$ cat config.mk
export PLATFORM = sky130hd
export DESIGN_NAME = hpdcache_l15_req_arbiter
export DESIGN_NICKNAME = d
export VERILOG_FILES = /design/src/rtl/hpdcache_l15_req_arbiter.sv
export SDC_FILE = /design/constraint.sdc
export NUM_CORES = 1
export LEC_CHECK = 0
export ABC_AREA = 1
export ABC_CLOCK_PERIOD_IN_PS = 1100
export BUFFER_PORTS_ARGS = -buffer_cell sky130_fd_sc_hd__buf_2
export CORE_AREA = 2 2 39 41
export CTS_CLUSTER_SIZE = 40
export DETAILED_ROUTE_END_ITERATION = 8
export DIE_AREA = 0 0 41 43
export PLACE_DENSITY = 0.35
export SETUP_SLACK_MARGIN = 0.1
export SLEW_MARGIN = 20
export SYNTH_ARGS = -nofsm -noshare
export SYNTH_HDL_FRONTEND = slang
export SYNTH_SLANG_ARGS = --single-unit
export TNS_END_PERCENT = 10
$ cat constraint.sdc
create_clock -name clk_i -period 1.1 [get_ports clk_i]
set_clock_uncertainty 0.1 [all_clocks]
set_input_delay 0.33 -clock clk_i [delete_from_list [all_inputs] [get_ports clk_i]]
set_output_delay 0.33 -clock clk_i [all_outputs]
set_load 0.01 [all_outputs]
$ cat src/rtl/hpdcache_l15_req_arbiter.sv
// hpdcache_l15_req_arbiter
// Round-robin arbiter that merges N requester ports onto the single memory
// request channel toward the L1.5. The winner is captured in a one-entry
// output register together with its port index, which the response path
// uses to route the answer back to the issuing port.
//
// Handshake: on every channel a transfer happens at a rising edge where
// valid and ready are both high; the sender keeps valid and payload stable
// until that edge. core_req_ready_o depends combinationally on
// core_req_valid_i and mem_req_ready_i; mem_req_* come straight from flops.

module hpdcache_l15_req_arbiter #(
    parameter int unsigned N            = 2,
    parameter type         req_t        = logic,
    parameter type         req_portid_t = logic
) (
    input  logic                 clk_i,
    input  logic                 rst_i,
    input  logic [N-1:0]         core_req_valid_i,
    output logic [N-1:0]         core_req_ready_o,
    input  req_t [N-1:0]         core_req_i,
    output logic                 mem_req_valid_o,
    input  logic                 mem_req_ready_i,
    output req_t                 mem_req_o,
    output req_portid_t          mem_req_portid_o
);

    // Width of the round-robin pointer and of the internal grant index.
    localparam int unsigned PW = (N > 1) ? $clog2(N) : 1;

    logic          out_valid;
    req_t          out_req;
    req_portid_t   out_portid;
    logic [PW-1:0] rr_ptr;

    logic [N-1:0]  grant;
    logic [PW-1:0] grant_idx;
    logic          grant_any;
    logic [PW-1:0] next_ptr;
    logic          load_en;

    // The output register may take a new request when it is empty or
    // its current content leaves this cycle.
    assign load_en = !out_valid || mem_req_ready_i;

    // Search the ports starting at rr_ptr and wrapping; first valid wins.
    always_comb begin
        logic [PW:0] idx_w;
        logic [PW-1:0] idx;
        grant     = '0;
        grant_idx = '0;
        grant_any = 1'b0;
        idx_w     = '0;
        idx       = '0;
        for (int i = 0; i < N; i++) begin
            idx_w = {1'b0, rr_ptr} + (PW+1)'(i);
            if (idx_w >= (PW+1)'(N)) begin
                idx_w = idx_w - (PW+1)'(N);
            end
            idx = idx_w[PW-1:0];
            if (!grant_any && core_req_valid_i[idx]) begin
                grant[idx] = 1'b1;
                grant_idx  = idx;
                grant_any  = 1'b1;
            end
        end
    end

    // The pointer moves to the port just after the winner, wrapping to 0.
    always_comb begin
        next_ptr = '0;
        if (N > 1 && grant_idx != PW'(N - 1)) begin
            next_ptr = grant_idx + PW'(1);
        end
    end

    // Ready is suppressed during reset so nothing is consumed then.
    assign core_req_ready_o = grant & {N{load_en && !rst_i}};

    // Output stage and round-robin pointer update.
    always_ff @(posedge clk_i) begin
        if (rst_i) begin
            out_valid  <= 1'b0;
            out_req    <= '0;
            out_portid <= '0;
            rr_ptr     <= '0;
        end else if (load_en) begin
            if (grant_any) begin
                out_valid  <= 1'b1;
                out_req    <= core_req_i[grant_idx];
                out_portid <= req_portid_t'(grant_idx);
                rr_ptr     <= next_ptr;
            end else begin
                out_valid  <= 1'b0;
            end
        end
    end

    assign mem_req_valid_o  = out_valid;
    assign mem_req_o        = out_req;
    assign mem_req_portid_o = out_portid;

endmodule

Word-level counts from Yosys, hierarchy flattened

Index checks and enable logic that the tools add are counted.

Bits in registers: 4
Bits of input ports: 7
Output and inout port bits: 5
Word-level logic and storage cells: 46

$add $sub $neg: 4
Order comparisons: 7
Multiplexer cells: 20
Bitwise operators: 2
Reductions and logical operators: 9

Operators with widths:

| kind                                                               | number |
|---|---|
| two-way mux 1 bit                                                  | 16 |
| < comparator 1 x 2 -> 1 bit (second input constant)                | 3 |
| logical AND 1 bit                                                  | 4 |
| two-way mux 2 bit                                                  | 2 |
| zero test 1 bit                                                    | 3 |
| adder 1 x 1 -> 2 bit (second input constant)                       | 1 |
| bitwise AND 2 bit                                                  | 1 |
| demux 1 bit (select 1 bit)                                         | 2 |
| greater-or-equal comparator 1 bit (second input constant)          | 2 |
| greater-or-equal comparator 1 x 2 -> 1 bit (second input constant) | 1 |
| greater-or-equal comparator 2 bit (second input constant)          | 1 |
| OR 2 bit                                                           | 1 |
| AND reduction 2 bit                                                | 1 |
| subtractor 1 bit (second input constant)                           | 2 |
| adder 1 bit (second input constant)                                | 1 |
| logical OR 1 bit                                                   | 1 |

Longest topological paths before layout

Depth after elaboration: 10
Depth in mapped cells: 6
Depth with buffers taken out: 6

Least setup slack after synthesis

Ideal clock, no wire load.

Path type: reg-to-output
From: reg out_valid (netlist: mem_req_valid_o)
To: out core_req_ready_o[1]
Data arrival time: 0.695 ns
Path slack: -0.025 ns
Stages on the path, launching flop included: 4
Buffers on the path: 0
Path through: dfxtp_1 > nand2_2 > nand2_1 > a21oi_1

Word-level cells in the longest chain between the ends: 4

Ends and longest elaborated chain:

| item                   | line | RTL |
|---|---|---|
| from (decl)            | 31   | `logic out_valid;` |
| from (signal assigned) | 83   | `out_valid <= 1'b0;` |
| from (signal assigned) | 89   | `out_valid <= 1'b1;` |
| from (signal assigned) | 94   | `out_valid <= 1'b0;` |
| zero test 1 bit        | 44   | `assign load_en = !out_valid \|\| mem_req_ready_i;` |
| logical OR 1 bit       | 44   |  |
| logical AND 1 bit      | 78   | `assign core_req_ready_o = grant & {N{load_en && !rst_i}};` |
| bitwise AND 2 bit      | 78   |  |
| to (decl)              | 20   | `output logic [N-1:0] core_req_ready_o,` |

Every way passes these cells.

Worst setup path after layout

Ends and elaborated chain as after synthesis.

==> reports/metrics.cfg <==
[status]
status=finished, violations left
violations=negative setup slack

[worst_setup_path]
timing.rr.end=mem_req_o
regToRegSetupSlack_ns=0.03
crit_start=mem_req_valid_o
start_kind=flip-flop
arrival_ns=0.90
r2r_start=mem_req_valid_o
endpoint_kind=output port
cpMaxStageDelayCell=dfxtp_2
crit_chain=nand2_4 > nand2_4 > a21oi_4 > buf_6
slowest_delay_ns=0.32
cp_common_cell=nand2_4
endpoint=core_req_ready_o[1]
ff2ff_path_depth=7
cp.required_ns=0.67
crit_type=flip-flop to output port
cp_max_fo=3

[die]
die_h_microns=43
coreArea_sq_um=1380
die-area_sq_um=1760
rows=14
die_w_microns=41
io_pins=12
initial_core_util=0.152

[timing]
rsz0062_at_grt=yes
period_share=1.21
fmax_ghz=0.752
worst_pin_slew_ns=0.175
slew_viol_final=0
finalSetupViolCount=3
finalCriticalPeriod_ns=1.33
setup_slack_ns=-0.229
hold_slack_ns=0.178
timing.slew.headroom=0.883
timing.final.hold_violations=0

[synthesis]
yosysMostFrequentCell=nor2_1
synth_nets=41
netlist_area_sq_um=210
syn_inst=34
synth_ff_type=dfxtp_1
synth_edf_count=0
ys_ff_latch=4
syn_area_per_cell_sq_um=6.18
ys_warn_count=0
synth_commonest_cells=nor2_1, inv_1, nand2_1, dfxtp_1
synth_top_cells_by_area=dfxtp_1, nor2_1, inv_1
yosysTopAreaCell=dfxtp_1
async_flop_share=0
synth_top_area_share=0.381
ys_seq_area_frac=0.381
synth_cell_types=9

[detailed_routing]
drc=0
num_vias=291
finalWirelength_microns=620
avgViaCountPerCell=4.10
routedWlPerCell_microns=8.73
firstDrtPassIters=4
antenna_left=0
drt_iter0_drc=1

[pwr]
powerDensity_nw_per_um2=1080
p_seq_frac=0.346
switching_share=0.276
pwr-share-clk=0.355
ir_drop_mv=0.814
p_leak_uw=0.000234
pwr-share-comb=0.299
internal_power_uw=360
power_switching_uw=137

[clock_network]
cts_tree=built
insertion_delay_ns=0.23
cts_buffers=3
clock_sinks=4
ctsLongestPathBuffers=2
cts-root-buf=clkbuf_4
htreeDepth=1
hold_buffers=0
cts.reportedPaths.clkPinSlew_ns=0.03

[placement]
gp_congestion=0.637
place_hpwl_microns=512
port_buffers=11

[hold_path]
hp-class=input pin to flip-flop

[finish]
num_antenna_cells=0
syn2layout_area_growth_pct=120
fin_util=0.334
nets=64
drive_above_1_share=0.673

[grt]
grt_max_degree=5
grt_pass1_wl_mm=1.12
antenna_found_initial=0
grt_pass1_vias=282
grt_overflow=0
grt_usage=0.0992

[job]
cap_violations=0

flip-flops by register name, indices dropped and copies added (netlist names):
signal	cells
mem_req_o	1
mem_req_portid_o	1
mem_req_valid_o	1
rr_ptr	1
cell families (layout without fill, tap and decap cells):
| group | Yosys count | in the layout | share of synthesized area |
|---|---|---|---|
| compound gates | 6 | 6 | 0.143 |
| buf+inv | 6 | 27 | 0.107 |
| flops | 4 | 4 | 0.381 |
| simple gates | 18 | 18 | 0.369 |
worst max-delay path, delay by kind of cell, from the launching register on:
family                 cells  cell delay [ns]
AO/OA/AOI/OAI              1             0.11
buffers and inverters      1             0.11
flip-flops                 1             0.32
AND/OR/NAND/NOR            2             0.12
worst min path at each step:
stage	end	slack (ns)	cells after the start	start
6_report	mem_req_valid_o	0.18	2	rst_i
5_1_grt	mem_req_valid_o	0.18	2	rst_i
4_1_cts	mem_req_valid_o	0.17	2	rst_i
3_5_place_dp	mem_req_portid_o	0.38	2	mem_req_portid_o
3_3_place_gp	mem_req_portid_o	0.37	2	mem_req_portid_o
2_1_floorplan	mem_req_valid_o	0.29	1	rst_i
area by class of cell:
class	instances	area, sq um
inverter	6	35.0
fill	160	922
timing repair buffer	18	139
clock buffer	3	22.5
tap	16	20.0
sequential	4	85.1
multi-input combinational	24	160
through the flow:
step	setup WS (ns)	TNS, ns	cell area (sq um)	cells	total power, uW
after CTS	-0.253	-0.642	437	70	498
after global placement	-0.228	-0.783	385	67	293
after detailed placement	-0.237	-0.797	385	67	294
after global routing	-0.287	-0.830	462	71	543
after floorplan	0.0684	0	265	34	235
final	-0.229	-0.581	462	71	497
placed cells by master (no fill, tap or decap), drive strengths merged:
cell,instances
inv,6
dfxtp,4
clkbuf,3
nor2,8
nand3,2
o21ai,3
nand2,8
a21oi,3
buf,18
power groups by stage:
stage / registers (uW) / clock network [uW] / logic, uW
2_1_floorplan: 174 / 0 / 60.3
3_3_place_gp: 170 / 0 / 124
3_5_place_dp: 169 / 0 / 124
4_1_cts: 171 / 187 / 140
5_1_grt: 173 / 204 / 166
6_report: 172 / 177 / 149
timing repair:
action | 4_1_cts | 5_1_grt
setup buffers | 0 | 1
resized for setup | 9 | 4
endpoints found under the setup margin | 7 | 8
pin swaps | 2 | 3
metal layers:
layer / wire, microns / GRT usage / share of wire
met1: 260 / 0.121 / 0.42
met2: 324 / 0.125 / 0.52
met3: 35 / 0.0628 / 0.056
met4: 0 / 0.0600 / 0
met5: 0 / 0 / 0
Note: power is estimated with default switching activity, not from simulation.
